File: src/rtl/ps2_scancode_rx_pkg.sv
// Shared definitions for the PS/2 scan-code receiver and its consumer (Recep).
// Holds the prefix codes, a few scan codes used by the command interpreter,
// the frame and decoder state types, and the frame parity helper.
package ps2_scancode_rx_pkg;

  localparam logic [7:0] SC_BREAK = 8'hF0;
  localparam logic [7:0] SC_EXT   = 8'hE0;

  // Scan codes consumed by Recep
  localparam logic [7:0] SC_ENTER = 8'h5A;
  localparam logic [7:0] SC_1     = 8'h16;
  localparam logic [7:0] SC_8     = 8'h3E;
  localparam logic [7:0] SC_H     = 8'h33;
  localparam logic [7:0] SC_A     = 8'h1C;
  localparam logic [7:0] SC_R     = 8'h2D;

  typedef enum logic [1:0] {
    IDLE,
    DATA,
    PARITY,
    STOP
  } frame_state_t;

  typedef enum logic {
    NORMAL,
    BREAK
  } dec_state_t;

  // Data plus parity must carry an odd number of ones
  function automatic logic odd_ones(input logic [8:0] bits);
    return ^bits;
  endfunction

endpackage

File: src/rtl/ps2_scancode_rx_if.sv
// Bus between the PS/2 receiver and its surroundings.
//   PS2C, PS2D : raw PS/2 clock and data lines (asynchronous, receive only)
//   DATO       : last accepted scan code
//   flag       : one-cycle strobe, DATO just updated
//   ERR        : one-cycle strobe, parity/framing/timeout error
// master: the receiver; slave: the keyboard side plus the code consumer.
interface ps2_scancode_rx_if;
  logic       PS2C;
  logic       PS2D;
  logic [7:0] DATO;
  logic       flag;
  logic       ERR;

  modport master (input PS2C, input PS2D, output DATO, output flag, output ERR);
  modport slave  (output PS2C, output PS2D, input DATO, input flag, input ERR);
endinterface

File: src/rtl/ps2_scancode_rx_line_filter.sv
// ps2_line_filter: 2-FF synchroniser followed by a stability counter.
// The output follows the synchronised input only after FILTER_LEN consecutive
// samples that differ from the current output; shorter glitches are dropped.
//   clk   : system clock
//   rst_n : asynchronous reset, active low (output resets to 1, idle line)
//   din   : asynchronous line input
//   dout  : filtered line
module ps2_line_filter #(
  parameter int FILTER_LEN = 8
) (
  input  logic clk,
  input  logic rst_n,
  input  logic din,
  output logic dout
);

  localparam int CW = $clog2(FILTER_LEN + 1);

  logic          s1;
  logic          s2;
  logic [CW-1:0] cnt;

  always_ff @(posedge clk or negedge rst_n) begin
    if (!rst_n) begin
      s1   <= 1'b1;
      s2   <= 1'b1;
      cnt  <= '0;
      dout <= 1'b1;
    end else begin
      s1 <= din;
      s2 <= s1;
      if (s2 == dout) begin
        cnt <= '0;
      end else if (cnt == CW'(FILTER_LEN - 1)) begin
        cnt  <= '0;
        dout <= s2;
      end else begin
        cnt <= cnt + 1'b1;
      end
    end
  end

endmodule

File: src/rtl/ps2_scancode_rx.sv
// ps2_scancode_rx: PS/2 keyboard receiver.
// Conditions PS2C/PS2D, deserialises 11-bit device-to-host frames, drops
// extended (E0) and, optionally, break (F0 + following code) prefixes and
// presents each make code on DATO with a one-cycle flag strobe.
//   CLK     : system clock
//   RESET_N : asynchronous reset, active low
//   bus     : PS2C/PS2D in, DATO/flag/ERR out
module ps2_scancode_rx
  import ps2_scancode_rx_pkg::*;
#(
  parameter int FILTER_LEN     = 8,
  parameter int TIMEOUT_CYCLES = 100000,
  parameter int DROP_BREAK     = 1
) (
  input  logic                 CLK,
  input  logic                 RESET_N,
  ps2_scancode_rx_if.master    bus
);

  localparam int TW = $clog2(TIMEOUT_CYCLES + 1);

  logic          fc;
  logic          fd;
  logic          fc_q;
  logic          fall;
  frame_state_t  state;
  logic [2:0]    bcnt;
  logic [TW-1:0] tcnt;
  logic [7:0]    sr;
  logic          par;
  logic          byte_stb;
  logic          err_stb;
  logic [7:0]    rx_byte;
  dec_state_t    dstate;

  ps2_line_filter #(.FILTER_LEN(FILTER_LEN)) u_filt_c (
    .clk   (CLK),
    .rst_n (RESET_N),
    .din   (bus.PS2C),
    .dout  (fc)
  );

  ps2_line_filter #(.FILTER_LEN(FILTER_LEN)) u_filt_d (
    .clk   (CLK),
    .rst_n (RESET_N),
    .din   (bus.PS2D),
    .dout  (fd)
  );

  always_comb begin
    fall = fc_q & ~fc;
  end

  // Frame FSM; byte_stb/err_stb are mutually exclusive registered strobes
  always_ff @(posedge CLK or negedge RESET_N) begin
    if (!RESET_N) begin
      state    <= IDLE;
      bcnt     <= '0;
      tcnt     <= '0;
      sr       <= '0;
      par      <= 1'b0;
      byte_stb <= 1'b0;
      err_stb  <= 1'b0;
      rx_byte  <= '0;
      fc_q     <= 1'b1;
    end else begin
      fc_q     <= fc;
      byte_stb <= 1'b0;
      err_stb  <= 1'b0;
      if (state == IDLE || fall) tcnt <= '0;
      else                       tcnt <= tcnt + 1'b1;

      if (fall) begin
        case (state)
          IDLE: begin
            if (!fd) begin
              state <= DATA;
              bcnt  <= '0;
            end
          end
          DATA: begin
            sr   <= {fd, sr[7:1]};
            bcnt <= bcnt + 3'd1;
            if (bcnt == 3'd7) state <= PARITY;
          end
          PARITY: begin
            par   <= fd;
            state <= STOP;
          end
          STOP: begin
            if (fd && odd_ones({par, sr})) begin
              byte_stb <= 1'b1;
              rx_byte  <= sr;
            end else begin
              err_stb <= 1'b1;
            end
            state <= IDLE;
          end
          default: state <= IDLE;
        endcase
      end else if (state != IDLE && tcnt == TW'(TIMEOUT_CYCLES - 1)) begin
        state   <= IDLE;
        err_stb <= 1'b1;
        tcnt    <= '0;
      end
    end
  end

  // Prefix decoder and output registers
  always_ff @(posedge CLK or negedge RESET_N) begin
    if (!RESET_N) begin
      dstate   <= NORMAL;
      bus.DATO <= '0;
      bus.flag <= 1'b0;
      bus.ERR  <= 1'b0;
    end else begin
      bus.flag <= 1'b0;
      bus.ERR  <= err_stb;
      if (byte_stb) begin
        case (dstate)
          NORMAL: begin
            if (rx_byte == SC_EXT) begin
              dstate <= NORMAL;
            end else if (DROP_BREAK != 0 && rx_byte == SC_BREAK) begin
              dstate <= BREAK;
            end else begin
              bus.DATO <= rx_byte;
              bus.flag <= 1'b1;
            end
          end
          BREAK: begin
            if (rx_byte != SC_EXT) dstate <= NORMAL;
          end
          default: dstate <= NORMAL;
        endcase
      end
    end
  end

endmodule

File: src/flat_wrapper.sv
// flat-port wrapper written by rule: the top's interface ports become plain ports
module ps2_scancode_rx_flat import ps2_scancode_rx_pkg::*;
#(
  parameter int FILTER_LEN     = 8,
  parameter int TIMEOUT_CYCLES = 100000,
  parameter int DROP_BREAK     = 1
)
  (CLK, RESET_N, bus_PS2C, bus_PS2D, bus_DATO, bus_flag, bus_ERR);
  ps2_scancode_rx_if bus_i ();
  input  logic CLK;
  input  logic RESET_N;
  input wire logic [$bits(bus_i.PS2C)-1:0] bus_PS2C;
  input wire logic [$bits(bus_i.PS2D)-1:0] bus_PS2D;
  output wire logic [$bits(bus_i.DATO)-1:0] bus_DATO;
  output wire logic [$bits(bus_i.flag)-1:0] bus_flag;
  output wire logic [$bits(bus_i.ERR)-1:0] bus_ERR;
  assign bus_i.PS2C = bus_PS2C;
  assign bus_i.PS2D = bus_PS2D;
  assign bus_DATO = bus_i.DATO;
  assign bus_flag = bus_i.flag;
  assign bus_ERR = bus_i.ERR;
  ps2_scancode_rx #(.FILTER_LEN(FILTER_LEN), .TIMEOUT_CYCLES(TIMEOUT_CYCLES), .DROP_BREAK(DROP_BREAK)) u_core (.CLK(CLK), .RESET_N(RESET_N), .bus(bus_i));
endmodule
File: config.mk
export PLATFORM = sky130hd
export DESIGN_NAME = ps2_scancode_rx_flat
export DESIGN_NICKNAME = d
export VERILOG_FILES = /design/src/rtl/ps2_scancode_rx_pkg.sv /design/src/rtl/ps2_scancode_rx_if.sv /design/src/rtl/ps2_scancode_rx_line_filter.sv /design/src/rtl/ps2_scancode_rx.sv /design/src/flat_wrapper.sv
export SDC_FILE = /design/constraint.sdc
export NUM_CORES = 1
export LEC_CHECK = 0
export BUFFER_PORTS_ARGS = -buffer_cell sky130_fd_sc_hd__buf_2
export CAP_MARGIN = 25
export CELL_PAD_IN_SITES_DETAIL_PLACEMENT = 1
export CELL_PAD_IN_SITES_GLOBAL_PLACEMENT = 1
export CORE_MARGIN = 10
export CORE_UTILIZATION = 30
export CTS_CLUSTER_SIZE = 25
export DETAILED_ROUTE_END_ITERATION = 8
export PLACE_DENSITY_LB_ADDON = 0.05
export REMOVE_ABC_BUFFERS = 1
export SLEW_MARGIN = 20
export SYNTH_ARGS = -nofsm -noshare
export SYNTH_HDL_FRONTEND = slang
export SYNTH_HIERARCHICAL = 1
export SYNTH_SLANG_ARGS = --single-unit
File: constraint.sdc
create_clock -name CLK -period 2.92 [get_ports CLK]
set_input_delay 0.584 -clock CLK [delete_from_list [all_inputs] [get_ports CLK]]
set_output_delay 0.584 -clock CLK [all_outputs]
set_load 0.05 [all_outputs]
-- Yosys cells after proc, flatten, opt, wreduce, memory -nomap -nowiden
Cells that the tools add are included.
- flip-flop bits (word level): 67
- input bits: 4
- output and inout port bits: 10
- add/sub/neg operators: 4
- equal/unequal tests: 15
- muxes and demuxes: 29
- reduce and logical (&&, ||, !) cells: 16
- bitwise logic cells: 7
- operators by type and width (kind ; count):
    $mux W17 ; 3
    $add A17 B1 Y17 const B ; 1
    $eq A17 B17 Y1 const B ; 1
    $eq A8 B8 Y1 const B ; 2
    $mux W4 ; 4
    $mux W1 ; 14
    $reduce_and A3 Y1 ; 3
    $reduce_xor A9 Y1 ; 1
    $add A4 B1 Y4 const B ; 2
    $eq A4 B3 Y1 const B ; 2
    $mux W2 ; 4
    $ne A8 B8 Y1 const B ; 1
    $pmux W2 S4 ; 1
    $reduce_and A2 Y1 ; 4
    $ne A3 B3 Y1 const B ; 2
    $not A1 Y1 ; 6
    $pmux W3 S2 ; 1
    $reduce_bool A2 Y1 ; 3
    $eq A2 B2 Y1 const B ; 2
    $reduce_and A4 Y1 ; 1
    $add A3 B1 Y3 const B ; 1
    $eq A3 B3 Y1 const B ; 1
    $mux W3 ; 1
    $eq A1 B1 Y1 ; 2
    other kinds (7) ; 8

-- Longest topological paths before layout
Gate-level depths: netlist (run 1).
- depth after elaboration: 6
- depth in mapped cells: 7

-- By module
The synthesis (run 1) kept the hierarchy.
- by module, submodules not included (module ; times used ; cells each ; area each (µm²)):
    ps2_scancode_rx ; 1 ; 217 ; 2511.2
    ps2_line_filter at u_core.u_filt_d ; 1 ; 19 ; 289.0
    ps2_line_filter at u_core.u_filt_c ; 1 ; 20 ; 271.5

-- Least setup slack after synthesis (run 1)
OpenSTA, ideal clock, no wires.
- path kind: reg-to-reg
- from: register u_core.sr[2]
- to: register u_core.rx_byte[0]
- clock period less this slack: 1.808 ns
- data arrival time: 1.683 ns
- required time: 2.795 ns
- slack: 1.112 ns
- stages on the path, launching flop included: 5
- library setup time: 0.125 ns
- path through: dfrtp_1 xor2_1 xnor3_2 mux2i_4 mux2_2
- longest elaborated chain between the ends: 3
- RTL lines (item ; RTL line ; source):
    from (decl) ; ps2_scancode_rx.sv:29 ; logic [7:0] sr;
    from (signal assigned) ; ps2_scancode_rx.sv:82 ; sr <= {fd, sr[7:1]};
    $reduce_xor A9 Y1 ; ps2_scancode_rx_pkg.sv:31 ; return ^bits;
    $logic_and A1 B1 Y1 ; ps2_scancode_rx.sv:91 ; if (fd && odd_ones({par, sr})) begin
    $reduce_and A3 Y1 (no line) ; -- ;
    to (signal assigned) ; ps2_scancode_rx.sv:93 ; rx_byte <= sr;
    to (decl) ; ps2_scancode_rx.sv:33 ; logic [7:0] rx_byte;
Every way passes these cells.
A chain may end at the register's enable or synchronous reset.

-- Final worst setup path (run 1)
- from: register u_core.sr[2]
- to: register u_core.rx_byte[1]
Same word-level chain as after synthesis.

==> results of run 1 <==
report_power, final:
group | internal, mW | switching, mW
logic | 0.205 | 0.311
clock network | 0.513 | 0.388
registers | 1.05 | 0.103
total | 1.77 | 0.801
placed cells by master, fill, tap and decap left out, types with 3 or more instances in the layout:
master,Yosys,layout
dfrtp_1,60,60
mux2_2,23,23
nor2_1,19,19
nand2_1,16,16
buf_2,1,13
xnor2_1,11,11
clkbuf_8,0,10
nand3_1,10,10
ha_1,9,9
o21ai_0,8,8
xor2_1,8,8
nand4_1,7,7
dfstp_2,7,7
inv_1,6,6
a21oi_1,6,6
nor2b_1,4,4
nor3_1,4,4
and4_1,3,3
or3_1,3,3
nand4b_1,3,3
state kept, by name (all words and copies together) (netlist names), 2 cells and up:
| signal | cells |
|---|---|
| u_core/rx_byte | 8 |
| u_core/sr | 8 |
| u_core/state | 2 |
| u_core/bus.DATO | 8 |
| u_core/u_filt_d/cnt | 4 |
| u_core/bcnt | 3 |
| u_core/u_filt_c/cnt | 4 |
| u_core/tcnt | 17 |
logic make-up after synthesis:
logic type	Yosys count	synth area share [%]
compound gates	25	5.13
flops	67	54.9
simple gates	92	16.9
mux	27	10.5
xor+xnor	21	7.01
fa+ha+maj	9	3.67
buf+inv	15	1.91
layout make-up:
| type | instances | area (um2) | area share (%) |
|---|---|---|---|
| Tap cell | 133 | 166 | 4.72 |
| Multi-Input combinational cell | 174 | 1330 | 37.6 |
| Clock inverter | 6 | 95.1 | 2.70 |
| Inverter | 6 | 22.5 | 0.639 |
| Timing Repair Buffer | 15 | 92.6 | 2.63 |
| Sequential cell | 67 | 1690 | 47.8 |
| Clock buffer | 10 | 138 | 3.90 |
final timing paths:
check                                    startpoint                               end  depth (start not counted)
hold / removal                              RESET_N         u_core/tcnt[14]$_DFF_PN0_                          1
setup / recovery           u_core/sr[2]$_DFFE_PN0P_     u_core/rx_byte[1]$_DFFE_PN0P_                          4
max in group asynchronous                   RESET_N  u_core/u_filt_d/dout$_DFFE_PN1P_                          2
setup reg to reg           u_core/sr[2]$_DFFE_PN0P_     u_core/rx_byte[1]$_DFFE_PN0P_                          4
min in group CLK                           bus_PS2C      u_core/u_filt_c/s1$_DFF_PN1_                          1
hold reg to reg            u_core/err_stb$_DFF_PN0_          u_core/bus.ERR$_DFF_PN0_                          0
worst max-delay path: cells and delay by family (launching register included):
family / cells / cell delay, ns
multiplexers: 2 / 0.80
XOR/XNOR: 2 / 0.62
flip-flops: 1 / 0.42
per-stage QoR:
step                      util [%]  power (mW)  area, um2  hold slack [ns]
after floorplan                  -        1.52       3040            0.288
after global placement        33.4        1.69       3290            0.341
after detailed placement      33.4        1.70       3290            0.344
after CTS                     35.8        2.63       3530            0.246
after global routing          35.8        2.77       3530            0.251
final                         35.8        2.57       3530            0.233
layer usage:
layer  up-vias  part of all wire (%)
li1        947                     -
met1      1002                    49
met2        24                    45
met3         6                   4.1
met4         0                   1.4
met5         -                     0
==> results.toml, run 1 <==
[global_routing]
globalRouteMet3Util_pct = 3.72
grt.met1_usage_pct = 11.5
grt_use_total_pct = 9.08
grt_pass1_wl_um = 10700
busiest_layer = "met2"
antenna_found_initial = 0
grt_overflow = 0
grt_max_degree = 45
grt_pass1_vias = 2087
met2_usage_pct = 13.7

[floorplanning]
row_count = 36
boundaryPins = 14
core-area_um2 = 9860
die_y_um = 121
start_util_pct = 31.1
die_x_um = 121
die_area_um2 = 14700

[clock_tree]
clk_pin_slew_ns = 0.08
numCtsBuffers = 9
cts_root_buf = "clkbuf_8"
cts_tree = "yes"
post_cts_resized = 0
clock_latency_ns = 0.34
cts.sinks = 67
htree_levels = 3
post_cts_buffers = 0
cts_hold_buf = 0
clockBufferDepth = 2

[synthesis]
syn_area_um2 = 3070
yosysSeqAreaShare_pct = 54.9
ys_top_cells_by_count = "dfrtp_1, mux2_2, nor2_1"
synth_top_area_share_pct = 48.9
async_flop_share_pct = 100
syn_inst = 256
yosysMostFrequentCell = "dfrtp_1"
yosysTopAreaCell = "dfrtp_1"
synth_cell_type_count = 50
ys_top_cells_by_area = "dfrtp_1, mux2_2, dfstp_2, ha_1, xnor2_1"
synth_warnings = 6
synth_area_per_cell_um2 = 12.0
ys_ff_latch = 67
synth_edf_count = 0
ys.flop_type = "dfrtp_1"

[job]
timing.max_cap.violations = 0

[setup_path]
slowest_stage = "xnor3_2"
criticalPathCategory = "flop to flop"
crit_fanout = 9
r2r_slack_ns = 0.97
startpoint_type = "flop"
end_kind = "flop"
worstPathRequired_ns = 3.15
crit_arrival_ns = 2.17
slowest_delay_ns = 0.45
cp_cell_sequence = "xor2_1 > xnor3_2 > mux2i_4 > mux2_2"

[routing]
drc_errors = 0
num_vias = 1979
wl_um = 6080
ant_nets = 0
drt_iter0_drc = 93
firstDrtPassIters = 4
avgRoutedWirePerCell_um = 14.8
via_per_inst = 4.82

[placed_design]
pre_cts_ws_ns = 0.957
place_inst = 395
port_buffers = 13
gp_congestion = 0.691
dp_hpwl_um = 4150

[sta]
final.setup.tns_ns = 0
rsz0062_at_grt = "no"
finalWorstSetupSlack_ns = 0.974
hold_viol = 0
slew_headroom_pct = 61.1
fmax_mhz = 514
worst_pin_slew_ns = 0.583
fin_crit_sh_pct = 66.7
setup_viol = 0
skew_ns = 0.00952
slew_viol_final = 0
finalCriticalPeriod_ns = 1.95

[worst_hold_path]
hp-class = "input port to asynchronous set/reset pin"

[finish]
fin_nets = 286
syn2layout_area_growth_pct = 14.8
fin_cells = 411
diodes = 0
final_layout_size_suffix_gt1_share_pct = 25.9
fill_cells = 1077

[power]
power_density_nw_per_um2 = 727
irDropWorstVdd_uv = 326
p_leak_nw = 1.61

[status]
status = "finished, final reports clean"
Note: power is estimated with default switching activity, not from simulation.
==> run 2: changes to the inputs <==
--- a/config.mk
+++ b/config.mk
@@ -5,6 +5,7 @@
 export SDC_FILE = /design/constraint.sdc
 export NUM_CORES = 1
 export LEC_CHECK = 0
+export ABC_AREA = 1
 export BUFFER_PORTS_ARGS = -buffer_cell sky130_fd_sc_hd__buf_2
 export CAP_MARGIN = 25
 export CELL_PAD_IN_SITES_DETAIL_PLACEMENT = 1
==> constraint.sdc (replaced) <==
create_clock -name CLK -period 1.7 [get_ports CLK]
set_input_delay 0.34 -clock CLK [delete_from_list [all_inputs] [get_ports CLK]]
set_output_delay 0.34 -clock CLK [all_outputs]
set_load 0.05 [all_outputs]
==> run 2 against run 1 <==
Sequential share of layout area shrank 5.2 points. Area after synthesis grew 2.5%. Total power grew 66%. Core utilization grew 2.8 points. Non-clock buffer count grew 21. Combinational power grew 4.7%. Clock power grew 110%. Design area grew 12%. Register-to-register slack lost 0.91 ns. Global-route usage grew 0.82 points. Die area grew 2.1%.
==> results.toml, run 2 <==
[floorplanning]
die_y_um = 122
boundaryPins = 14
die_x_um = 122
row_count = 37
core-area_um2 = 10300
die_area_um2 = 15000
start_util_pct = 30.6

[global_routing]
grt_max_degree = 27
grt_overflow = 0
antenna_found_initial = 0
grt_pass1_wl_um = 11900
grt_pass1_vias = 2545
grt_use_total_pct = 9.91

[synthesis]
syn_inst = 362
async_flop_share_pct = 100
syn_area_um2 = 3150
synth_area_per_cell_um2 = 8.70
synth_top_area_share_pct = 47.7
ys_ff_latch = 67
synth_cell_type_count = 33
ys.flop_type = "dfrtp_1"
yosysTopAreaCell = "dfrtp_1"
yosysMostFrequentCell = "nand2_1"
yosysSeqAreaShare_pct = 53.5
synth_edf_count = 0
ys_top_cells_by_area = "dfrtp_1, nand2_1, dfstp_2, inv_1, nor2_1"
synth_warnings = 6
ys_top_cells_by_count = "nand2_1, dfrtp_1, inv_1"

[worst_hold_path]
hp-class = "input port to flop"

[setup_path]
startpoint_type = "flop"
slowest_delay_ns = 0.41
worstPathRequired_ns = 1.94
criticalPathCategory = "flop to flop"
path_depth = 10
crit_arrival_ns = 1.88
reg2reg_depth = 10
end_kind = "flop"
timing.rr.start = "u_core/tcnt[0]$_DFF_PN0_"
crit_buf_inv = 0
crit_start = "u_core/tcnt[0]$_DFF_PN0_"
cp-endpoint = "u_core/tcnt[14]$_DFF_PN0_"
slowest_stage = "dfrtp_1"
crit_fanout = 5
cp_cell_sequence = "ha_4 > nand2_4 > nor2_4 > nand2_4 > nor3_4 > nand2_2 > nor2_4 > nand3_2 > nand2_1 > nor2_1"
r2r-end = "u_core/tcnt[14]$_DFF_PN0_"
r2r_slack_ns = 0.06
critPathTopFamily = "simple AND/OR/NAND/NOR gates"

[finish]
diodes = 0
final_layout_size_suffix_gt1_share_pct = 23.2
final_common_cell = "nand2_1"
regMostFlops = "u_core/tcnt"
fin_cells = 549
final_cell_mix = "nand2_1, dfrtp_1, inv_1, nor2_1"
fin_area_um2 = 3960
fin_nets = 421
utilization_pct = 38.6
largest_register_ffs = 17
syn2layout_area_growth_pct = 25.9

[sta]
holdWs_ns = 0.0902
final.setup.tns_ns = 0
fmax_mhz = 610
rsz0062_at_grt = "yes"
worst_pin_slew_ns = 0.503
finalCriticalPeriod_ns = 1.64
setup_viol = 0
skew_ns = 0.00583
slew_headroom_pct = 66.5
fin_crit_sh_pct = 96.5
hold_viol = 0
slew_viol_final = 0

[power]
irDropWorstVdd_uv = 420
power_density_nw_per_um2 = 1080
p_leak_nw = 1.93

[routing]
avgRoutedWirePerCell_um = 12.6
firstDrtPassIters = 4
via_per_inst = 4.44
drc_errors = 0
wl_um = 6930
drt_iter0_drc = 80
num_vias = 2439
ant_nets = 0

[clock_tree]
htree_levels = 3
cts_root_buf = "clkbuf_8"
cts.sinks = 67
cts_tree = "yes"
clockBufferDepth = 2
numCtsBuffers = 9
clk_pin_slew_ns = 0.07
clock_latency_ns = 0.34

[status]
status = "finished, final reports clean"

[placed_design]
place_area_um2 = 3470
place_inst = 518
dp_hpwl_um = 5010
port_buffers = 13
gp_congestion = 0.762

[job]
timing.max_cap.violations = 0
-- run 2: worst min path at each step --
| stage | start | end | depth (start not counted) |
|---|---|---|---|
| 6_report | bus_PS2D | u_core/u_filt_d/s1$_DFF_PN1_ | 1 |
| 5_1_grt | bus_PS2D | u_core/u_filt_d/s1$_DFF_PN1_ | 1 |
| 4_1_cts | bus_PS2D | u_core/u_filt_d/s1$_DFF_PN1_ | 1 |
| 3_5_place_dp | RESET_N | u_core/byte_stb$_DFF_PN0_ | 1 |
| 3_3_place_gp | RESET_N | u_core/byte_stb$_DFF_PN0_ | 1 |
| 2_1_floorplan | RESET_N | u_core/bcnt[0]$_DFFE_PN0P_ | 0 |
-- run 2: per-stage QoR --
| stage | setup slack [ns] | power (mW) |
|---|---|---|
| floorplan | 0.173 | 2.15 |
| global placement | 0.0838 | 2.34 |
| detailed placement | 0.0237 | 2.34 |
| CTS | 0.0129 | 4.29 |
| global route | -0.0885 | 4.51 |
| finish | 0.0601 | 4.26 |
-- run 2: per-layer routing --
metal | vias up | GRT usage [%] | wire [um]
li1 | 1237 | - | -
met1 | 1174 | 12.5 | 3400
met2 | 22 | 15.5 | 3190
met3 | 6 | 2.98 | 255
met4 | 0 | 3.98 | 84
met5 | - | 0 | 0
-- run 2: cells by family (layout without fill, tap and decap cells) --
| group | after synthesis | after routing | synth area share, % |
|---|---|---|---|
| adders and majority gates | 9 | 9 | 3.58 |
| DFF | 67 | 67 | 53.5 |
| muxes | 1 | 1 | 0.358 |
| xor gates and xnor gates | 9 | 9 | 2.50 |
| AOI/OAI and AO/OA | 31 | 31 | 5.41 |
| buffers and inverters | 51 | 101 | 6.12 |
| and+or+nand+nor | 194 | 195 | 28.5 |
-- run 2: power breakdown --
part,leakage (nW),internal [mW],switching (mW)
Sequential,0.903,1.72,0.104
Clock,0.143,1.27,0.633
Combinational,0.884,0.193,0.345
-- run 2: cell type report --
cell class / count / area (um2)
tap: 136 / 170
multi-input combinational: 245 / 1370
timing repair buffer: 36 / 265
clock inverter: 7 / 164
inverter: 49 / 184
sequential: 67 / 1690
fill: 1249 / 6310
clock buffer: 9 / 124
-- run 2: what timing repair did --
item | 4_1_cts | 5_1_grt
setup buffers | 0 | 13
endpoints found under the setup margin | 0 | 15
gates resized for setup | 0 | 23
hold buffers | 1 | 0
hold endpoints to repair | 16 | 0
==> run 3: changes to the inputs <==
--- a/config.mk
+++ b/config.mk
@@ -19,5 +19,4 @@
 export SLEW_MARGIN = 20
 export SYNTH_ARGS = -nofsm -noshare
 export SYNTH_HDL_FRONTEND = slang
-export SYNTH_HIERARCHICAL = 1
 export SYNTH_SLANG_ARGS = --single-unit
==> run 3 against run 2 <==
Combinational power increased by 17%. Sequential share of layout area grew 1.5 points. Non-clock buffer count is 8 lower. Hold slack worse by 0.079 ns. Via count decreased by 4.0%. Fmax is 2.0% higher. Total power decreased by 3.7%. Sequential power about the same. Cell count is 2.9% lower. Largest cell class unchanged. Worst setup slack gained 0.032 ns.
==> results.toml, run 3 <==
[status]
status = "finished, final reports clean"

[worst_hold_path]
hp-class = "input port to asynchronous set/reset pin"

[synthesis]
yosysSeqAreaShare_pct = 53.6
ys_top_cells_by_area = "dfrtp_1, nand2_1, dfstp_2, inv_1, nor2_1"
ys_top_cells_by_count = "nand2_1, dfrtp_1, inv_1"
synth_xor_xnor_area_share_pct = 3.07
synth_top_area_share_pct = 47.8
synthMuxAreaShare_pct = 0.358
yosysMostFrequentCell = "nand2_1"
syn_area_um2 = 3140
synth_warnings = 0
synth_compound_area_share_pct = 5.77
syn_inst = 355
synthSimpleGateAreaFrac_pct = 27.7
synth_cell_type_count = 36
ys_ff_latch = 67
yosysTopAreaCell = "dfrtp_1"
ys.flop_type = "dfrtp_1"
synthAdderAreaFrac_pct = 3.58
async_flop_share_pct = 100
synth_edf_count = 0
synth_top_family_by_area = "simple AND/OR/NAND/NOR gates"
synth_area_per_cell_um2 = 8.85

[setup_path]
worst_path_most_repeated_cell = "nand2_1"
crit_fanout = 5
slowest_delay_ns = 0.43
critPathTopFamily = "simple AND/OR/NAND/NOR gates"
crit_arrival_ns = 1.82
criticalPathCategory = "flop to flop"
crit_buf_inv = 1
end_kind = "flop"
slowest_stage = "dfrtp_2"
worstPathRequired_ns = 1.92
cp_cell_sequence = "inv_1 > nand2_1 > nand2_1 > nand2_1 > nand2_2 > nand2_4 > nand3_4 > nand2_2 > o21ai_0 > nand2_1"
startpoint_type = "flop"

[clock_tree]
cts_hold_buf = 0
cts_root_buf = "clkbuf_8"
clockBufferDepth = 2
cts_tree = "yes"
cts.sinks = 67
htree_levels = 3
clk_pin_slew_ns = 0.07
numCtsBuffers = 9
clock_latency_ns = 0.35

[sta]
finalWorstSetupSlack_ns = 0.0924
final.setup.tns_ns = 0
setup_viol = 0
hold_viol = 0
slew_viol_final = 0
fin_crit_sh_pct = 94.6
skew_ns = 0.00684
slew_headroom_pct = 75.2
finalCriticalPeriod_ns = 1.61
worst_pin_slew_ns = 0.372
fmax_mhz = 622
holdWs_ns = 0.0116

[finish]
largest_register_ffs = 17
fin_cells = 533
final_layout_size_suffix_gt1_share_pct = 23.2
multi_input_area_um2 = 1350
regMostFlops = "u_core.tcnt"
fin_area_um2 = 3830
seq_area_um2 = 1690
fill_cells = 1211
utilization_pct = 37.3
final_common_cell = "nand2_1"
fin_nets = 405
final_cell_mix = "nand2_1, dfrtp_1, inv_1, nor2_1, o21ai_0"
syn2layout_area_growth_pct = 21.9
diodes = 0

[power]
irDropWorstVdd_uv = 475
power_density_nw_per_um2 = 1070
p_total_mw = 4.11
p_leak_nw = 1.91

[floorplanning]
start_util_pct = 30.6
die_x_um = 122
row_count = 37
boundaryPins = 14
die_y_um = 122
die_area_um2 = 15000
core-area_um2 = 10300

[global_routing]
antenna_found_initial = 0
grt_max_degree = 68
grt_pass1_wl_um = 12100
grt_pass1_vias = 2490
grt_use_total_pct = 10.2
grt_overflow = 0

[placed_design]
dp_hpwl_um = 4830
place_area_um2 = 3430
port_buffers = 13
gp_congestion = 0.772
place_inst = 508
pre_cts_ws_ns = 0.0639

[routing]
firstDrtPassIters = 4
drt_iter0_drc = 100
ant_nets = 0
wl_um = 6910
drc_errors = 0
avgRoutedWirePerCell_um = 13.0
num_vias = 2341
via_per_inst = 4.39

[job]
timing.max_cap.violations = 0
## run 3: final timing paths
path	startpoint	endpoint	slack, ns	cells past startpoint
max in group asynchronous	RESET_N	u_core.u_filt_d.s1$_DFF_PN1_	1.36	2
setup / recovery	u_core.sr[3]$_DFFE_PN0P_	u_core.err_stb$_DFF_PN0_	0.09	10
setup reg to reg	u_core.sr[3]$_DFFE_PN0P_	u_core.err_stb$_DFF_PN0_	0.09	10
min in group CLK	bus_PS2C	u_core.u_filt_c.s1$_DFF_PN1_	0.08	1
hold / removal	RESET_N	u_core.dstate$_DFFE_PN0P_	0.01	2
hold reg to reg	u_core.u_filt_d.s1$_DFF_PN1_	u_core.u_filt_d.s2$_DFF_PN1_	0.36	0
## run 3: per-layer routing
layer	track usage [%]	share of wire (%)
met5	0	0
met4	5.52	2.2
met3	2.48	2.8
met2	15.1	45
met1	13.3	50
## run 3: where the power goes
group	total (mW)	switching, mW	internal, mW	leakage (nW)
Combinational	0.628	0.408	0.220	0.890
Clock	1.64	0.631	1.01	0.123
Sequential	1.84	0.0994	1.74	0.900
## run 3: repair_timing
item / CTS / global route
resized for setup: 0 / 22
endpoints found under the setup margin: 0 / 23
setup buffers: 0 / 9
## run 3: area by class of cell
cell class | count | share of cell area [%]
clock buffers | 11 | 3.69
clock inverters | 5 | 2.61
inverters | 47 | 4.60
multi-input cells | 239 | 35.2
flip-flops and latches | 67 | 44.1
well taps | 136 | 4.44
repair buffers | 28 | 5.29
## run 3: logic make-up (layout without fill, tap and decap cells)
family / count (synthesis) / count (layout)
compound gates: 33 / 33
xor+xnor: 11 / 11
fa+ha+maj: 9 / 9
buf+inv: 49 / 91
flops: 67 / 67
mux: 1 / 1
simple gates: 185 / 185
